===== config.mk =====
export PLATFORM = sky130hd
export DESIGN_NAME = mem_req_queue
export DESIGN_NICKNAME = d
export VERILOG_FILES = /design/src/rtl/mem_req_pkg.sv /design/src/rtl/mem_req_fifo.sv /design/src/rtl/mem_req_queue.sv
export SDC_FILE = /design/constraint.sdc
export NUM_CORES = 1
export LEC_CHECK = 0
export ABC_AREA = 0
export CAP_MARGIN = 25
export CORE_MARGIN = 2
export CORE_UTILIZATION = 51
export CTS_CLUSTER_DIAMETER = 100
export DETAILED_ROUTE_END_ITERATION = 6
export MAX_ROUTING_LAYER = met4
export PLACE_DENSITY = 0.76
export SYNTH_ARGS = -nofsm -noshare
export SYNTH_HDL_FRONTEND = slang
export SYNTH_SLANG_ARGS = --single-unit

===== constraint.sdc =====
create_clock -name clk -period 2.8 [get_ports clk]
set_input_delay 0.56 -clock clk [delete_from_list [all_inputs] [get_ports clk]]
set_output_delay 0.56 -clock clk [all_outputs]
set_load 0.05 [all_outputs]

===== src/rtl/mem_req_pkg.sv =====
// mem_req_pkg: shared widths, depth and request bundle
// for the core-to-cache request queue.
package mem_req_pkg;

  localparam int ADDR_W_DEF     = 32;
  localparam int DATA_W_DEF     = 32;
  localparam int ID_W_DEF       = 3;
  localparam int DEPTH_BITS_DEF = 2;
  localparam int QUEUE_DEPTH    = 1 << DEPTH_BITS_DEF;

  typedef struct packed {
    logic                  rw;
    logic [ADDR_W_DEF-1:0] addr;
    logic [DATA_W_DEF-1:0] data;
    logic [ID_W_DEF-1:0]   id;
  } mem_req_t;

endpackage


===== src/rtl/mem_req_fifo.sv =====
// mem_req_fifo: generic registered FIFO, 2^DEPTH_BITS entries,
// extra pointer MSB separates full from empty.
module mem_req_fifo
  import mem_req_pkg::*;
#(
  parameter int WIDTH      = $bits(mem_req_t),
  parameter int DEPTH_BITS = DEPTH_BITS_DEF
) (
  input  logic             clk,
  input  logic             rst_n,
  input  logic             i_push,
  input  logic [WIDTH-1:0] i_data,
  input  logic             i_pop,
  output logic             o_full,
  output logic             o_empty,
  output logic [WIDTH-1:0] o_head
);

  localparam int DEPTH = 1 << DEPTH_BITS;

  logic [DEPTH_BITS:0] r_wptr;
  logic [DEPTH_BITS:0] r_rptr;
  logic [WIDTH-1:0]    r_mem [DEPTH];
  logic                w_push;
  logic                w_pop;

  assign o_empty = (r_wptr == r_rptr);
  assign o_full  =
    (r_wptr[DEPTH_BITS] != r_rptr[DEPTH_BITS]) &&
    (r_wptr[DEPTH_BITS-1:0] == r_rptr[DEPTH_BITS-1:0]);
  assign w_push  = i_push & ~o_full;
  assign w_pop   = i_pop & ~o_empty;
  assign o_head  = r_mem[r_rptr[DEPTH_BITS-1:0]];

  // Pointer advance; both may move in the same cycle.
  always_ff @(posedge clk or negedge rst_n) begin
    if (!rst_n) begin
      r_wptr <= '0;
      r_rptr <= '0;
    end else begin
      if (w_push) r_wptr <= r_wptr + 1'b1;
      if (w_pop)  r_rptr <= r_rptr + 1'b1;
    end
  end

  // Entry storage, written at the tail.
  always_ff @(posedge clk or negedge rst_n) begin
    if (!rst_n) begin
      for (int i = 0; i < DEPTH; i++) r_mem[i] <= '0;
    end else if (w_push) begin
      r_mem[r_wptr[DEPTH_BITS-1:0]] <= i_data;
    end
  end

endmodule


===== src/rtl/mem_req_queue.sv =====
// mem_req_queue: in-order request buffer with per-ID busy tracking.
// Optional same-cycle bypass when empty: MEM_REQ_BYPASS_EN.
module mem_req_queue
  import mem_req_pkg::*;
#(
  parameter int ADDR_WIDTH   = ADDR_W_DEF,
  parameter int DATA_WIDTH   = DATA_W_DEF,
  parameter int CREG_ID_BITS = ID_W_DEF,
  parameter int DEPTH_BITS   = DEPTH_BITS_DEF
) (
  input  logic                         clk,
  input  logic                         reset,
  input  logic                         core_valid_in,
  input  logic                         core_rw_in,
  input  logic [ADDR_WIDTH-1:0]        core_addr_in,
  input  logic [DATA_WIDTH-1:0]        core_data_in,
  input  logic [CREG_ID_BITS-1:0]      core_id_in,
  output logic                         core_accept_out,
  output logic                         mem_valid_out,
  output logic                         mem_rw_out,
  output logic [ADDR_WIDTH-1:0]        mem_addr_out,
  output logic [DATA_WIDTH-1:0]        mem_data_out,
  output logic [CREG_ID_BITS-1:0]      mem_id_out,
  input  logic                         mem_stall_in,
  input  logic                         mem_ready_in,
  input  logic [CREG_ID_BITS-1:0]      mem_id_in,
  input  logic [DATA_WIDTH-1:0]        mem_data_in,
  output logic                         core_resp_valid,
  output logic [CREG_ID_BITS-1:0]      core_resp_id,
  output logic [DATA_WIDTH-1:0]        core_resp_data,
  output logic [(1<<CREG_ID_BITS)-1:0] busy_ids,
  output logic                         err_out
);

  localparam int NUM_IDS = 1 << CREG_ID_BITS;

  typedef struct packed {
    logic                    rw;
    logic [ADDR_WIDTH-1:0]   addr;
    logic [DATA_WIDTH-1:0]   data;
    logic [CREG_ID_BITS-1:0] id;
  } req_t;

  localparam int REQ_W = $bits(req_t);

  req_t                    w_in;
  req_t                    w_head;
  req_t                    w_issue;
  logic                    w_full;
  logic                    w_empty;
  logic                    w_accept;
  logic                    w_take;
  logic                    w_bypass;
  logic                    w_push;
  logic                    w_pop;
  logic [NUM_IDS-1:0]      w_set;
  logic [NUM_IDS-1:0]      w_clr;
  logic [NUM_IDS-1:0]      r_busy;
  logic                    r_err;
  logic                    r_resp_valid;
  logic [CREG_ID_BITS-1:0] r_resp_id;
  logic [DATA_WIDTH-1:0]   r_resp_data;

  assign w_in.rw   = core_rw_in;
  assign w_in.addr = core_addr_in;
  assign w_in.data = core_data_in;
  assign w_in.id   = core_id_in;

  assign w_accept = ~w_full & ~r_busy[core_id_in];
  assign w_take   = core_valid_in & w_accept;
  assign w_pop    = ~w_empty & ~mem_stall_in;

`ifdef MEM_REQ_BYPASS_EN
  assign w_bypass = w_take & w_empty & ~mem_stall_in;
`else
  assign w_bypass = 1'b0;
`endif

  assign w_push  = w_take & ~w_bypass;
  assign w_issue = w_bypass ? w_in : w_head;

  mem_req_fifo #(
    .WIDTH      (REQ_W),
    .DEPTH_BITS (DEPTH_BITS)
  ) u_fifo (
    .clk     (clk),
    .rst_n   (reset),
    .i_push  (w_push),
    .i_data  (w_in),
    .i_pop   (w_pop),
    .o_full  (w_full),
    .o_empty (w_empty),
    .o_head  (w_head)
  );

  assign core_accept_out = w_accept;
  assign mem_valid_out   = w_pop | w_bypass;
  assign mem_rw_out      = w_issue.rw;
  assign mem_addr_out    = w_issue.addr;
  assign mem_data_out    = w_issue.data;
  assign mem_id_out      = w_issue.id;

  // Busy set/clear: stores free at issue, loads on cache ack.
  always_comb begin
    w_set = '0;
    w_clr = '0;
    if (w_take && !(w_bypass && core_rw_in))
      w_set[core_id_in] = 1'b1;
    if (w_pop && w_head.rw)
      w_clr[w_head.id] = 1'b1;
    if (mem_ready_in && r_busy[mem_id_in])
      w_clr[mem_id_in] = 1'b1;
  end

  // Busy scoreboard and sticky error on unexpected acks.
  always_ff @(posedge clk or negedge reset) begin
    if (!reset) begin
      r_busy <= '0;
      r_err  <= 1'b0;
    end else begin
      r_busy <= (r_busy & ~w_clr) | w_set;
      if (mem_ready_in && !r_busy[mem_id_in])
        r_err <= 1'b1;
    end
  end

  // One-cycle registered response to the core.
  always_ff @(posedge clk or negedge reset) begin
    if (!reset) begin
      r_resp_valid <= 1'b0;
      r_resp_id    <= '0;
      r_resp_data  <= '0;
    end else begin
      r_resp_valid <= mem_ready_in;
      if (mem_ready_in) begin
        r_resp_id   <= mem_id_in;
        r_resp_data <= mem_data_in;
      end
    end
  end

  assign core_resp_valid = r_resp_valid;
  assign core_resp_id    = r_resp_id;
  assign core_resp_data  = r_resp_data;
  assign busy_ids        = r_busy;
  assign err_out         = r_err;

endmodule


* Yosys cells after proc, flatten, opt, wreduce, memory -nomap -nowiden
Cells that the tools add are included.
Storage, ports and cells: memories kept 0, output and inout port bits 115, input bits 108, ROM bits 0, latch bits 0, register bits after elaboration 323, word-level logic and storage cells 68, RAM bits 0
Cells by class: magnitude comparators 9, equality and inequality tests 3, bitwise logic cells 15, reduce and logical (&&, ||, !) cells 9, muxes and demuxes 19, shift-type cells 0, add/sub/neg operators 2, multipliers 0, divide/modulo/power cells 0
Operator list (number):
- bitwise mux 272 bit | 1
- two-way mux 68 bit | 3
- binary-select mux 68 bit (select 2 bit) | 1
- demux 68 bit (select 2 bit) | 1
- two-way mux 8 bit | 3
- OR 8 bit | 2
- less-than comparator 3 x 4 -> 1 bit, second input constant | 3
- demux 1 bit (select 3 bit) | 3
- greater-or-equal comparator 3 x 1 -> 1 bit, second input constant | 3
- AND 8 bit | 1
- logical AND 1 bit | 8
- inverter 8 bit | 1
- adder 3 x 1 -> 3 bit, second input constant | 2
- binary-select mux 1 bit (select 3 bit) | 2
- greater-or-equal comparator 3 bit, second input constant | 2
- inverter 2 -> 3 bit | 2
- AND 1 bit | 5
- two-way mux 1 bit | 5
- inverter 1 bit | 4
- == test 3 bit | 1
- less-than comparator 3 x 1 -> 1 bit, second input constant | 1
- == test 2 bit | 1
- zero test 1 bit | 1
- inequality test 1 bit | 1

* Depth between registers and ports, before layout
depth after elaboration 14, depth in mapped cells 7, mapped depth without buffers 5

* Cells and area by module
Synthesis repeated with hierarchy kept, for this count alone.
Unflattened totals: cells, all modules 850, area total of the unflattened synthesis 14466.4 um2
Modules (own cells, without submodules):
- mem_req_fifo | cells an instance 702, sequential area each 6956.7 um2, area an instance 12473.2 um2, times used 1
- mem_req_queue | cells an instance 148, sequential area each 1126.1 um2, area an instance 1993.2 um2, times used 1

* Worst setup path before layout
No wires, ideal clock.
path kind reg2out, start point register r_busy[1], in the netlist busy_ids[1], end point output port core_accept_out, required time 2.240 ns, path slack 0.031 ns, stages on the path, launching flop included 6, arrival 2.209 ns, path buffers 1, cell sequence dfrtp_1 inv_1 o311ai_2 a211o_1 clkbuf_1 inv_1
Between the ends: cells in the longest elaborated chain, start to end 4
RTL lines:
- start, declared | RTL line mem_req_queue.sv:58 | logic [NUM_IDS-1:0] r_busy;
- start signal, assigned | RTL line mem_req_queue.sv:121 | r_busy <= (r_busy & ~w_clr) | w_set;
- binary-select mux 1 bit (select 3 bit) | RTL line mem_req_queue.sv:69 | assign w_accept = ~w_full & ~r_busy[core_id_in];
- two-way mux 1 bit (implied by the code) | RTL line mem_req_queue.sv:69
- inverter 1 bit | RTL line mem_req_queue.sv:69
- AND 1 bit | RTL line mem_req_queue.sv:69
- end, declared | RTL line mem_req_queue.sv:18 | output logic core_accept_out,
Every way passes these cells. The select of a mux whose other input is x is not followed.

* Final worst setup path
start point register u_fifo.r_rptr[0], end point output port mem_id_out[0]
Between the ends: cells in the longest elaborated chain, start to end 4
RTL lines:
- start, declared | RTL line mem_req_fifo.sv:22 | logic [DEPTH_BITS:0] r_rptr;
- start signal, assigned | RTL line mem_req_fifo.sv:42 | if (w_pop) r_rptr <= r_rptr + 1'b1;
- inverter 2 -> 3 bit (implied by the code) | RTL line mem_req_fifo.sv:33 | assign o_head = r_mem[r_rptr[DEPTH_BITS-1:0]];
- binary-select mux 68 bit (select 2 bit) | RTL line mem_req_fifo.sv:33
- two-way mux 68 bit (implied by the code) (2 in series) | RTL line mem_req_fifo.sv:33
- end, declared | RTL line mem_req_queue.sv:23 | output logic [CREG_ID_BITS-1:0] mem_id_out,
Every way passes these cells. The select of a mux whose other input is x is not followed.

==> metrics.txt <==
# TYPE chip_impl_metric gauge
chip_impl_metric{name="synthDistinctLibCells",unit=""} 38
chip_impl_metric{name="fillers",unit=""} 1859
chip_impl_metric{name="wire_length_of_the_first_global_routing_pass",unit="um"} 48230
chip_impl_metric{name="final.min_clock_period",unit="ns"} 2.767
chip_impl_metric{name="cp_data_required_time",unit="ns"} 2.24
chip_impl_metric{name="timing.final.max_slew_violations",unit=""} 0
chip_impl_metric{name="drt-wirelength-per-cell",unit="um"} 20.24
chip_impl_metric{name="timing.final.crit_share",unit=""} 0.9881
chip_impl_metric{name="drt_wl_total",unit="um"} 29840
chip_impl_metric{name="layout-drive-gt1-share",unit=""} 0.4505
chip_impl_metric{name="layout_utilization",unit=""} 0.6769
chip_impl_info{name="dominant_delay_contributor_by_cell_family_on_the_critical_path",value="multiplexers"} 1
chip_impl_metric{name="timing.reg2reg.setup_slack",unit="ns"} 0.38
chip_impl_metric{name="gp_routability_congestion",unit=""} 0.8248
chip_impl_info{name="timing.critical_path.from_type",value="flip-flop"} 1
chip_impl_metric{name="clock_path_buffers",unit=""} 3
chip_impl_metric{name="power_density",unit="nW/um^2"} 1384
chip_impl_metric{name="grt_antenna_before_repair",unit=""} 1
chip_impl_metric{name="die-height",unit="um"} 170.2
chip_impl_info{name="ys_top_cells_by_count",value="sky130_fd_sc_hd__dfrtp_1, sky130_fd_sc_hd__mux2_2, sky130_fd_sc_hd__mux2_1, sky130_fd_sc_hd__mux4_2, sky130_fd_sc_hd__buf_2"} 1
chip_impl_metric{name="ir_worst_vdd",unit="V"} 0.0009247
chip_impl_metric{name="tightestPinTransition",unit="ns"} 0.6020
chip_impl_metric{name="numClockSinks",unit=""} 323
chip_impl_metric{name="cts_inserted_buffers",unit=""} 35
chip_impl_info{name="worstSetupEndpointType",value="output port"} 1
chip_impl_info{name="netlist_top_cells_area",value="sky130_fd_sc_hd__dfrtp_1, sky130_fd_sc_hd__mux2_2, sky130_fd_sc_hd__mux4_2"} 1
chip_impl_metric{name="mapped_avg_cell_area",unit="um^2"} 16.83
chip_impl_metric{name="die_x",unit="um"} 170.2
chip_impl_metric{name="route.vias.total",unit=""} 8224
chip_impl_metric{name="io_buffer_count",unit=""} 222
chip_impl_info{name="r2r_end",value="u_fifo.r_mem[88]"} 1
chip_impl_info{name="cts_root_buffer",value="sky130_fd_sc_hd__clkbuf_16"} 1
chip_impl_metric{name="worstSkewPairLatency",unit="ns"} 0.52
chip_impl_metric{name="power.leakage",unit="uW"} 0.007701
chip_impl_metric{name="globalRouteOverflowTotal",unit=""} 0
chip_impl_info{name="ys_dominant_reg_cell",value="sky130_fd_sc_hd__dfrtp_1"} 1
chip_impl_metric{name="drv.max_cap_violation_count",unit=""} 0
chip_impl_metric{name="buffers_plus_inverters_on_the_worst_setup_path",unit=""} 2
chip_impl_metric{name="initial_core_util",unit=""} 0.5212
chip_impl_info{name="synth_top_area_cell",value="sky130_fd_sc_hd__dfrtp_1"} 1
chip_impl_metric{name="finalPower",unit="uW"} 25310
chip_impl_metric{name="area_growth",unit="%"} 29.87
chip_impl_metric{name="grt_max_degree",unit=""} 76
chip_impl_metric{name="synth.yosys.seq_area_share",unit=""} 0.5738
chip_impl_metric{name="arrival",unit="ns"} 2.21
chip_impl_metric{name="syn_nets",unit=""} 950
chip_impl_metric{name="gr-usage-all-layers",unit=""} 0.2188
chip_impl_metric{name="number_of_flops_mapped_to_enable_cells_by_yosys",unit=""} 0
chip_impl_metric{name="multiInputGateArea",unit="um^2"} 5719
chip_impl_metric{name="hold_viol_final",unit=""} 0
chip_impl_metric{name="layout_setup_ws",unit="ns"} 0.03339
chip_impl_metric{name="place_hpwl",unit="um"} 20220
chip_impl_info{name="critical_path_class",value="flip-flop to output port"} 1
chip_impl_metric{name="yosysTopAreaCellShare",unit=""} 0.5738
chip_impl_metric{name="yosys_warning_count",unit=""} 0
chip_impl_info{name="most_numerous_cell_in_the_yosys_netlist",value="sky130_fd_sc_hd__dfrtp_1"} 1
chip_impl_metric{name="vias_per_cell",unit=""} 5.579
chip_impl_info{name="crit_slowest_cell",value="sky130_fd_sc_hd__mux4_2"} 1
chip_impl_metric{name="drt_drc_violations_left",unit=""} 0
chip_impl_metric{name="drt_first_iter_violations",unit=""} 360
chip_impl_metric{name="drtAntennaViolNets",unit=""} 0
chip_impl_metric{name="fin_tns_setup",unit="ns"} 0
chip_impl_metric{name="nNetsFinal",unit=""} 1220
chip_impl_info{name="regToRegStartpoint",value="u_fifo.r_rptr[0]"} 1
chip_impl_metric{name="design.die.area",unit="um^2"} 28960
chip_impl_metric{name="worst_path_largest_cell_delay",unit="ns"} 0.67
chip_impl_info{name="path_cells",value="buf_16, mux4_2, buf_6"} 1
chip_impl_metric{name="final-setup-viol-count",unit=""} 0
chip_impl_metric{name="postSynthCellCount",unit=""} 837
chip_impl_info{name="cts_tree",value="done"} 1
chip_impl_metric{name="clock_skew",unit="ns"} 0.03045
chip_impl_metric{name="synth_seq_cells",unit=""} 323
chip_impl_metric{name="asyncSetResetFlopFracSynth",unit=""} 1.000
chip_impl_metric{name="mappedNetlistArea",unit="um^2"} 14090
chip_impl_info{name="status",value="finished clean"} 1
chip_impl_metric{name="dr.pass1.iters",unit=""} 4
chip_impl_metric{name="maxClockFrequency",unit="GHz"} 0.3615
chip_impl_metric{name="cts.hold.buffers_added",unit=""} 0
chip_impl_metric{name="first_global_vias",unit=""} 8836
chip_impl_metric{name="worst_setup_hold_path_clk_slew",unit="ns"} 0.06
chip_impl_metric{name="standard_cell_core_area",unit="um^2"} 27030
chip_impl_metric{name="ff2ff_path_depth",unit=""} 7
chip_impl_metric{name="fp-row-count",unit=""} 60
chip_impl_metric{name="cts.htree.levels",unit=""} 2
chip_impl_metric{name="detailedPlace.worstSlack",unit="ns"} -0.2467
chip_impl_metric{name="top_level_ports",unit=""} 223
chip_impl_metric{name="crit_fanout",unit=""} 45
chip_impl_info{name="rsz0062_at_grt",value="yes"} 1
chip_impl_info{name="hold_class",value="primary input to asynchronous set/reset pin"} 1
chip_impl_metric{name="regArea",unit="um^2"} 8090
chip_impl_metric{name="max_slew_margin",unit=""} 0.5987
worst reg2reg max path: stages, from the launching register on:
cell                        delay (ns)
sky130_fd_sc_hd__dfrtp_4          0.51
sky130_fd_sc_hd__xor2_1           0.38
sky130_fd_sc_hd__nor3_2           0.08
sky130_fd_sc_hd__buf_4            0.19
sky130_fd_sc_hd__a2111oi_4        0.38
sky130_fd_sc_hd__buf_4            0.24
sky130_fd_sc_hd__buf_12           0.16
sky130_fd_sc_hd__mux2_2           0.34
cells by family after synthesis:
logic type,share of synthesized area
AO/OA/AOI/OAI,0.02532
XOR/XNOR,0.004974
adder cells (fa/ha/maj),0.004441
buffers and inverters,0.02123
flip-flops,0.5738
multiplexers,0.3603
AND/OR/NAND/NOR,0.009950
area by class of cell:
class | instances | share of cell area
sequential | 323 | 0.4422
multi-input combinational | 454 | 0.3126
timing repair buffer | 285 | 0.1557
clock buffer | 51 | 0.05615
tap | 341 | 0.02332
clock inverter | 11 | 0.008139
inverter | 8 | 0.001641
antenna | 1 | 0.0001368
per-layer routing:
metal | part of all wire | global-route usage | vias to the layer above
li1 | - | - | 3691
met1 | 0.44 | 0.2888 | 4285
met2 | 0.48 | 0.3448 | 208
met3 | 0.057 | 0.05000 | 40
met4 | 0.018 | 0.06057 | 0
met5 | 0 | - | -
per-stage QoR:
stage | hold slack [ns] | cells | cell area [um^2]
2_1_floorplan | 0.2644 | 837 | 14090
5_1_grt | 0.03978 | 1474 | 18290
6_report | 0.01385 | 1474 | 18290
4_1_cts | 0.01904 | 1473 | 18290
3_5_place_dp | 0.4500 | 1410 | 17070
3_3_place_gp | 0.4402 | 1410 | 17070
registers in the layout (all words and copies together) (netlist names):
register         flops
u_fifo.r_wptr        3
core_resp_valid      1
u_fifo.r_rptr        3
core_resp_data      32
busy_ids             8
err_out              1
core_resp_id         3
u_fifo.r_mem       272
placed cells by master (no fill, tap or decap), types with 2 or more instances in the layout:
cell type,count
sky130_fd_sc_hd__a41o_1,2
sky130_fd_sc_hd__nor2_1,2
sky130_fd_sc_hd__mux2_1,70
sky130_fd_sc_hd__a2111oi_4,4
sky130_fd_sc_hd__xor2_1,5
sky130_fd_sc_hd__a31o_2,2
sky130_fd_sc_hd__clkinv_2,5
sky130_fd_sc_hd__xnor2_1,3
sky130_fd_sc_hd__ha_1,5
sky130_fd_sc_hd__mux2i_2,2
sky130_fd_sc_hd__buf_6,2
sky130_fd_sc_hd__o21ai_0,7
sky130_fd_sc_hd__dfrtp_1,321
sky130_fd_sc_hd__dfrtp_4,2
sky130_fd_sc_hd__nand2_1,10
sky130_fd_sc_hd__o31ai_1,4
sky130_fd_sc_hd__o41ai_1,2
sky130_fd_sc_hd__clkbuf_8,7
sky130_fd_sc_hd__clkbuf_16,36
sky130_fd_sc_hd__mux4_2,70
sky130_fd_sc_hd__clkdlybuf4s50_1,149
sky130_fd_sc_hd__o31a_1,2
sky130_fd_sc_hd__o32ai_1,4
sky130_fd_sc_hd__nor3_1,2
sky130_fd_sc_hd__bufinv_16,3
sky130_fd_sc_hd__buf_8,2
sky130_fd_sc_hd__inv_1,8
sky130_fd_sc_hd__nand2b_1,6
sky130_fd_sc_hd__buf_4,106
sky130_fd_sc_hd__clkbuf_1,8
sky130_fd_sc_hd__buf_12,23
sky130_fd_sc_hd__mux2_2,238
power by group:
group	switching [uW]	internal, uW
Clock	1820	2830
Combinational	7120	5600
Sequential	1110	6840
worst max-delay path by stage:
stage,from,endpoint,cells after the start
after floorplan,busy_ids[1],core_accept_out,5
after global placement,core_id_in[0],u_fifo.r_mem[132],7
after detailed placement,core_id_in[0],u_fifo.r_mem[100],7
after CTS,u_fifo.r_rptr[0],mem_id_out[0],3
after global routing,u_fifo.r_rptr[0],mem_id_out[0],3
final,u_fifo.r_rptr[0],mem_id_out[0],3
repair_timing:
item                                    CTS  global route
pin swaps                                 1             0
buffers inserted                          1             0
endpoints found under the setup margin   27             3
resized for setup                         8             2
No activity file was read; power rests on OpenSTA's default activity.
